===== src/rtl/serializer_fsm_pkg.sv =====
// Shared types for the serializer: FSM state encodings and counter sizing.
package serializer_fsm_pkg;

  typedef enum logic [1:0] {
    StIdle   = 2'b00,
    StShift  = 2'b01,
    StParity = 2'b10
  } state_e;

  // Counter must be able to hold LENGTH, so one extra code beyond LENGTH-1.
  function automatic int unsigned cnt_width(input int unsigned len);
    return $clog2(len + 1);
  endfunction

endpackage


===== src/rtl/serializer_fsm_if.sv =====
// Word-in / bit-out handshake bundle between the FIR, the serializer and the serial sink.
interface serializer_fsm_if #(
  parameter int unsigned LENGTH = 24
);
  logic [LENGTH-1:0] iv_din;
  logic              i_din_valid;
  logic              o_ready;
  logic              o_dout;
  logic              o_dout_valid;
  logic              i_ready;
  logic              o_last;
  logic              o_busy;

  modport master (
    output iv_din, i_din_valid, i_ready,
    input  o_ready, o_dout, o_dout_valid, o_last, o_busy
  );

  modport slave (
    input  iv_din, i_din_valid, i_ready,
    output o_ready, o_dout, o_dout_valid, o_last, o_busy
  );
endinterface


===== src/rtl/serializer_fsm_hold_buf.sv =====
// One-word holding register with full flag; clear has priority over load, load over pop.
module serializer_fsm_hold_buf #(
  parameter int unsigned LENGTH = 24
) (
  input  logic              i_clk,
  input  logic              i_rst_n,
  input  logic              i_load,
  input  logic              i_pop,
  input  logic              i_clr,
  input  logic [LENGTH-1:0] iv_din,
  output logic              o_full,
  output logic [LENGTH-1:0] ov_dout
);

  logic              full_q;
  logic [LENGTH-1:0] data_q;

  always_ff @(posedge i_clk or negedge i_rst_n) begin
    if (!i_rst_n) begin
      full_q <= 1'b0;
      data_q <= '0;
    end else if (i_clr) begin
      full_q <= 1'b0;
    end else if (i_load) begin
      full_q <= 1'b1;
      data_q <= iv_din;
    end else if (i_pop) begin
      full_q <= 1'b0;
    end
  end

  assign o_full  = full_q;
  assign ov_dout = data_q;

endmodule


===== src/rtl/serializer_fsm.sv =====
// Parallel-to-serial output stage, LSB first, with a one-word holding buffer.
// Define SERIALIZER_PARITY_EN to append an even-parity bit to every frame.
module serializer_fsm
  import serializer_fsm_pkg::*;
#(
  parameter int unsigned LENGTH = 24
) (
  input  logic             i_clk,
  input  logic             i_rst_n,
  input  logic             i_en,
  serializer_fsm_if.slave  bus
);

  localparam int unsigned       CntW    = cnt_width(LENGTH);
  localparam logic [CntW-1:0]   LastCnt = CntW'(LENGTH - 1);

  state_e            state_q, state_d;
  logic [CntW-1:0]   cnt_q, cnt_d;
  logic [LENGTH-1:0] shift_q, shift_d;
  logic [LENGTH-1:0] load_word, hold_word;
  logic              hold_full, hold_push, hold_pop, hold_clr;
  logic              accept, xfer, load, frame_end;
  logic              dout_q, dout_d;
  logic              valid_q, valid_d;
  logic              last_q, last_d;
`ifdef SERIALIZER_PARITY_EN
  logic              parity_q, parity_d;
`endif

  // Keep o_ready low through reset so the FIR never sees a phantom accept.
  assign bus.o_ready = i_rst_n && i_en && !hold_full;
  assign accept      = bus.i_din_valid && bus.o_ready;
  assign xfer        = valid_q && bus.i_ready && i_en;

  serializer_fsm_hold_buf #(
    .LENGTH (LENGTH)
  ) u_hold_buf (
    .i_clk   (i_clk),
    .i_rst_n (i_rst_n),
    .i_load  (hold_push),
    .i_pop   (hold_pop),
    .i_clr   (hold_clr),
    .iv_din  (bus.iv_din),
    .o_full  (hold_full),
    .ov_dout (hold_word)
  );

  always_comb begin
    state_d   = state_q;
    cnt_d     = cnt_q;
    shift_d   = shift_q;
    load_word = bus.iv_din;
    load      = 1'b0;
    frame_end = 1'b0;
    hold_push = 1'b0;
    hold_pop  = 1'b0;
    hold_clr  = 1'b0;
`ifdef SERIALIZER_PARITY_EN
    parity_d  = parity_q;
`endif

    case (state_q)
      StIdle: begin
        if (accept) load = 1'b1;
      end
      StShift: begin
        if (xfer) begin
          shift_d = shift_q >> 1;
          cnt_d   = cnt_q + CntW'(1);
          if (cnt_q == LastCnt) begin
`ifdef SERIALIZER_PARITY_EN
            state_d = StParity;
`else
            frame_end = 1'b1;
`endif
          end
        end
        if (accept && !frame_end) hold_push = 1'b1;
      end
`ifdef SERIALIZER_PARITY_EN
      StParity: begin
        if (xfer) frame_end = 1'b1;
        if (accept && !frame_end) hold_push = 1'b1;
      end
`endif
      default: begin
        state_d  = StIdle;
        cnt_d    = '0;
        hold_clr = i_en;
      end
    endcase

    // Back-to-back: a held word wins; else a word arriving on the closing edge goes straight in.
    if (frame_end) begin
      if (hold_full) begin
        load      = 1'b1;
        load_word = hold_word;
        hold_pop  = 1'b1;
      end else if (!accept) begin
        state_d = StIdle;
      end else begin
        load = 1'b1;
      end
    end

    if (load) begin
      state_d  = StShift;
      cnt_d    = '0;
      shift_d  = load_word;
`ifdef SERIALIZER_PARITY_EN
      parity_d = ^load_word;
`endif
    end
  end

  // Output registers follow the next state so the first bit appears right after the accept edge.
  always_comb begin
    dout_d  = 1'b0;
    valid_d = 1'b0;
    last_d  = 1'b0;
    case (state_d)
      StShift: begin
        dout_d  = shift_d[0];
        valid_d = 1'b1;
`ifndef SERIALIZER_PARITY_EN
        last_d  = (cnt_d == LastCnt);
`endif
      end
`ifdef SERIALIZER_PARITY_EN
      StParity: begin
        dout_d  = parity_d;
        valid_d = 1'b1;
        last_d  = 1'b1;
      end
`endif
      default: ;
    endcase
  end

  always_ff @(posedge i_clk or negedge i_rst_n) begin
    if (!i_rst_n) begin
      state_q  <= StIdle;
      cnt_q    <= '0;
      shift_q  <= '0;
      dout_q   <= 1'b0;
      valid_q  <= 1'b0;
      last_q   <= 1'b0;
`ifdef SERIALIZER_PARITY_EN
      parity_q <= 1'b0;
`endif
    end else if (i_en) begin
      state_q  <= state_d;
      cnt_q    <= cnt_d;
      shift_q  <= shift_d;
      dout_q   <= dout_d;
      valid_q  <= valid_d;
      last_q   <= last_d;
`ifdef SERIALIZER_PARITY_EN
      parity_q <= parity_d;
`endif
    end
  end

  assign bus.o_dout       = dout_q;
  assign bus.o_dout_valid = valid_q;
  assign bus.o_last       = last_q;
  assign bus.o_busy       = (state_q != StIdle) || hold_full;

endmodule


===== src/flat_wrapper.sv =====
// flat-port wrapper written by rule: the top's interface ports become plain ports
module serializer_fsm_flat import serializer_fsm_pkg::*;
#(
  parameter int unsigned LENGTH = 24
)
  (i_clk, i_rst_n, i_en, bus_iv_din, bus_i_din_valid, bus_i_ready, bus_o_ready, bus_o_dout, bus_o_dout_valid, bus_o_last, bus_o_busy);
  serializer_fsm_if #(.LENGTH(LENGTH)) bus_i ();
  input  logic i_clk;
  input  logic i_rst_n;
  input  logic i_en;
  input wire logic [$bits(bus_i.iv_din)-1:0] bus_iv_din;
  input wire logic [$bits(bus_i.i_din_valid)-1:0] bus_i_din_valid;
  input wire logic [$bits(bus_i.i_ready)-1:0] bus_i_ready;
  output wire logic [$bits(bus_i.o_ready)-1:0] bus_o_ready;
  output wire logic [$bits(bus_i.o_dout)-1:0] bus_o_dout;
  output wire logic [$bits(bus_i.o_dout_valid)-1:0] bus_o_dout_valid;
  output wire logic [$bits(bus_i.o_last)-1:0] bus_o_last;
  output wire logic [$bits(bus_i.o_busy)-1:0] bus_o_busy;
  assign bus_i.iv_din = bus_iv_din;
  assign bus_i.i_din_valid = bus_i_din_valid;
  assign bus_i.i_ready = bus_i_ready;
  assign bus_o_ready = bus_i.o_ready;
  assign bus_o_dout = bus_i.o_dout;
  assign bus_o_dout_valid = bus_i.o_dout_valid;
  assign bus_o_last = bus_i.o_last;
  assign bus_o_busy = bus_i.o_busy;
  serializer_fsm #(.LENGTH(LENGTH)) u_core (.i_clk(i_clk), .i_rst_n(i_rst_n), .i_en(i_en), .bus(bus_i));
endmodule

===== config.mk =====
export PLATFORM = sky130hd
export DESIGN_NAME = serializer_fsm_flat
export DESIGN_NICKNAME = d
export VERILOG_FILES = /design/src/rtl/serializer_fsm_pkg.sv /design/src/rtl/serializer_fsm_if.sv /design/src/rtl/serializer_fsm_hold_buf.sv /design/src/rtl/serializer_fsm.sv /design/src/flat_wrapper.sv
export SDC_FILE = /design/constraint.sdc
export NUM_CORES = 1
export LEC_CHECK = 0
export BUFFER_PORTS_ARGS = -buffer_cell sky130_fd_sc_hd__clkbuf_2
export CAP_MARGIN = 20
export CORE_MARGIN = 5
export CORE_UTILIZATION = 61
export CTS_BUF_LIST = sky130_fd_sc_hd__clkbuf_8
export DETAILED_ROUTE_END_ITERATION = 12
export PLACE_DENSITY = 0.83
export SLEW_MARGIN = 30
export SYNTH_ARGS = -nofsm -noshare
export SYNTH_HDL_FRONTEND = slang
export SYNTH_SLANG_ARGS = --single-unit

===== constraint.sdc =====
create_clock -name i_clk -period 2.76 [get_ports i_clk]
set_clock_uncertainty 0.15 [all_clocks]
set_input_delay 0.69 -clock i_clk [delete_from_list [all_inputs] [get_ports i_clk]]
set_output_delay 0.69 -clock i_clk [all_outputs]
set_load 0.02 [all_outputs]

==> reports/metrics.yaml <==
global_route:
  grt_pass1_wl_um: 15200
  grt_pass1_vias: 3121
  track_usage: 0.260
  antenna_found_initial: 0
  overflow: 0
  grt_max_degree: 48
timing:
  period_share: 0.862
  fmax_mhz: 421
  max_slew.worst_pin.slew_ns: 0.898
  hold_violations: 0
  final_max_slew_viol_count: 0
  final.setup.tns_ns: 0
  rsz0062_at_grt: "no"
  min_period_ns: 2.38
  slew_headroom: 0.401
  setup_violations: 0
pwr:
  p_leak_nw: 1.84
  ir_drop_uv: 436
  power_density_nw_per_um2: 703
  total_power_mw: 2.78
floorplanning:
  io_pins: 34
  fp.dieW_um: 85.5
  coreArea_um2: 5540
  dieHeight_um: 85.5
  rows: 27
  die-area_um2: 7310
  start_util: 0.628
setup_path:
  reg2reg_slack_ns: 0.38
  cp.required_ns: 2.81
  path_class: "flip-flop to flip-flop"
  cp-startpoint: "u_core.cnt_q[0]"
  critPathLaunchType: "flip-flop"
  arrival_ns: 2.43
  cp-end-kind: "flip-flop"
  path_max_fanout: 16
  reg2reg_from: "u_core.cnt_q[0]"
placed_design:
  dp.cells: 438
  dp.final_hpwl_um: 5790
  gp_congestion: 0.868
  port_buffers: 33
routing:
  wirelength_um: 8930
  ant_nets: 0
  viasPerCell: 6.99
  drt_iter0_drc: 315
  dr.pass1.iters: 5
  drc: 0
  post_drt_wl_per_cell_um: 19.7
  vias: 3172
final_layout:
  nNetsFinal: 407
  area_growth_pct: 13.8
  drive_gt1_frac: 0.212
  mostFrequentLayoutCells: "dfrtp_1, clkbuf_2, inv_1"
  n_antenna_cell: 0
  fin_cells: 454
  final_common_cell: "dfrtp_1"
cts:
  cts_hold_repair.buffers: 0
  post_cts_buffers: 0
  cts_tree: "built"
  cts_max_path_buffers: 2
  cts_resized: 0
  cts-root-buf: "clkbuf_8"
  htreeDepth: 3
  clk_pin_slew_worst_paths_ns: 0.07
  clk-insertion-delay-late_ns: 0.33
  cts_buffers: 9
  cts_num_sinks: 59
synth:
  syn_inst: 348
  yosys.area.top_type: "dfrtp_1"
  synth_nets: 378
  ys_types: 43
  synth.top_cell.area_share: 0.424
  synth_area_um2: 3480
  yosysWarnings: 0
  synth_seq_cells: 59
  synth_ff_type: "dfrtp_1"
  yosys-top-cells-area: "dfrtp_1, mux2_1, a221oi_1"
  seq_area_frac_synth: 0.424
  synth.avg_cell_area_um2: 10.0
  async_flop_share: 1.00
  synth-edff-count: 0
run_status:
  outcome: "finished, final reports clean"
flow_run:
  maxCapViolCount: 0
hold_path:
  holdCritPathClass: "input port to async pin"
==> logic make-up (layout without fill, tap and decap cells) <==
kind of cell,after synthesis,count (layout),share of synthesized area
AO/OA/AOI/OAI,112,112,0.267
AND/OR/NAND/NOR,79,79,0.135
buffers and inverters,71,105,0.0863
flip-flops,59,59,0.424
multiplexers,26,26,0.0838
adder cells (fa/ha/maj),1,1,0.00360
==> metrics by stage <==
| step | hold WS (ns) | area, um^2 | worst slack (ns) | utilization |
|---|---|---|---|---|
| final | 0.0237 | 3960 | 0.382 | 0.715 |
| after global routing | 0.0136 | 3960 | 0.292 | 0.715 |
| after CTS | 0.0157 | 3960 | 0.407 | 0.715 |
| after detailed placement | 0.331 | 3760 | 0.182 | 0.680 |
| after global placement | 0.323 | 3760 | 0.213 | 0.680 |
| after floorplan | 0.244 | 3480 | 0.632 | - |
==> report_power, final <==
| group | total, mW | switching [mW] | leakage [nW] | internal (mW) |
|---|---|---|---|---|
| Clock | 0.786 | 0.352 | 0.103 | 0.433 |
| Sequential | 1.38 | 0.201 | 0.762 | 1.18 |
| Combinational | 0.619 | 0.347 | 0.972 | 0.272 |
| Total | 2.78 | 0.900 | 1.84 | 1.88 |
==> registers in the layout (all words and copies together) (netlist names) <==
signal / flops
u_core.bus.o_dout_valid: 1
u_core.bus.o_last: 1
u_core.shift_q: 24
u_core.state_q: 2
u_core.bus.o_dout: 1
u_core.cnt_q: 5
u_core.u_hold_buf.ov_dout: 24
u_core.u_hold_buf.o_full: 1
==> worst max-delay path, cell delays in order (launching register included) <==
cell and delay, ns:
dfrtp_1 0.44, ha_1 0.25, and4b_1 0.28, buf_4 0.20
and4_1 0.23, buf_4 0.21, a221oi_1 0.33, o211ai_1 0.15
==> routing by layer <==
| metal | track usage | wire [um] | up-vias |
|---|---|---|---|
| met5 | 0 | 0 | - |
| met4 | 0.102 | 61 | 0 |
| met3 | 0.0740 | 848 | 10 |
| met2 | 0.407 | 4230 | 182 |
| met1 | 0.342 | 3790 | 1542 |
| li1 | - | - | 1438 |
==> cells in the mapped netlist (2+ instances only) <==
cell type  count
a221o_1        3
a221oi_1      23
a32o_1         3
a41oi_1       23
and3_1         3
and4_1         2
and4b_1        2
buf_2         15
buf_4          4
clkbuf_1      20
dfrtp_1       59
inv_1         30
mux2_1        24
nand2_1       25
nand3_1        3
nand4_1       23
nand4_4        2
nor2_1         7
nor2b_1        2
nor3_1         3
nor4_1         2
o211ai_1      23
o21ai_0        5
o31ai_1       22
or3_1          2
==> final timing paths <==
check                                                     end  cells past startpoint
min in group i_clk              u_core.u_hold_buf.ov_dout[23]                      1
worst max register to register              u_core.shift_q[3]                      7
worst min-delay path                        u_core.shift_q[0]                      1
worst max-delay path                        u_core.shift_q[3]                      7
max in group asynchronous        u_core.u_hold_buf.ov_dout[6]                      2
worst min register to register  u_core.u_hold_buf.ov_dout[23]                      1
==> cell type report <==
class,instances,area [um^2]
Clock buffer,10,138
Inverter,31,116
Fill cell,430,1580
Sequential cell,59,1480
Multi-Input combinational cell,218,1700
Timing Repair Buffer,58,378
Tap cell,72,90.1
Clock inverter,6,56.3
Power figures use the tool's default switching activity.
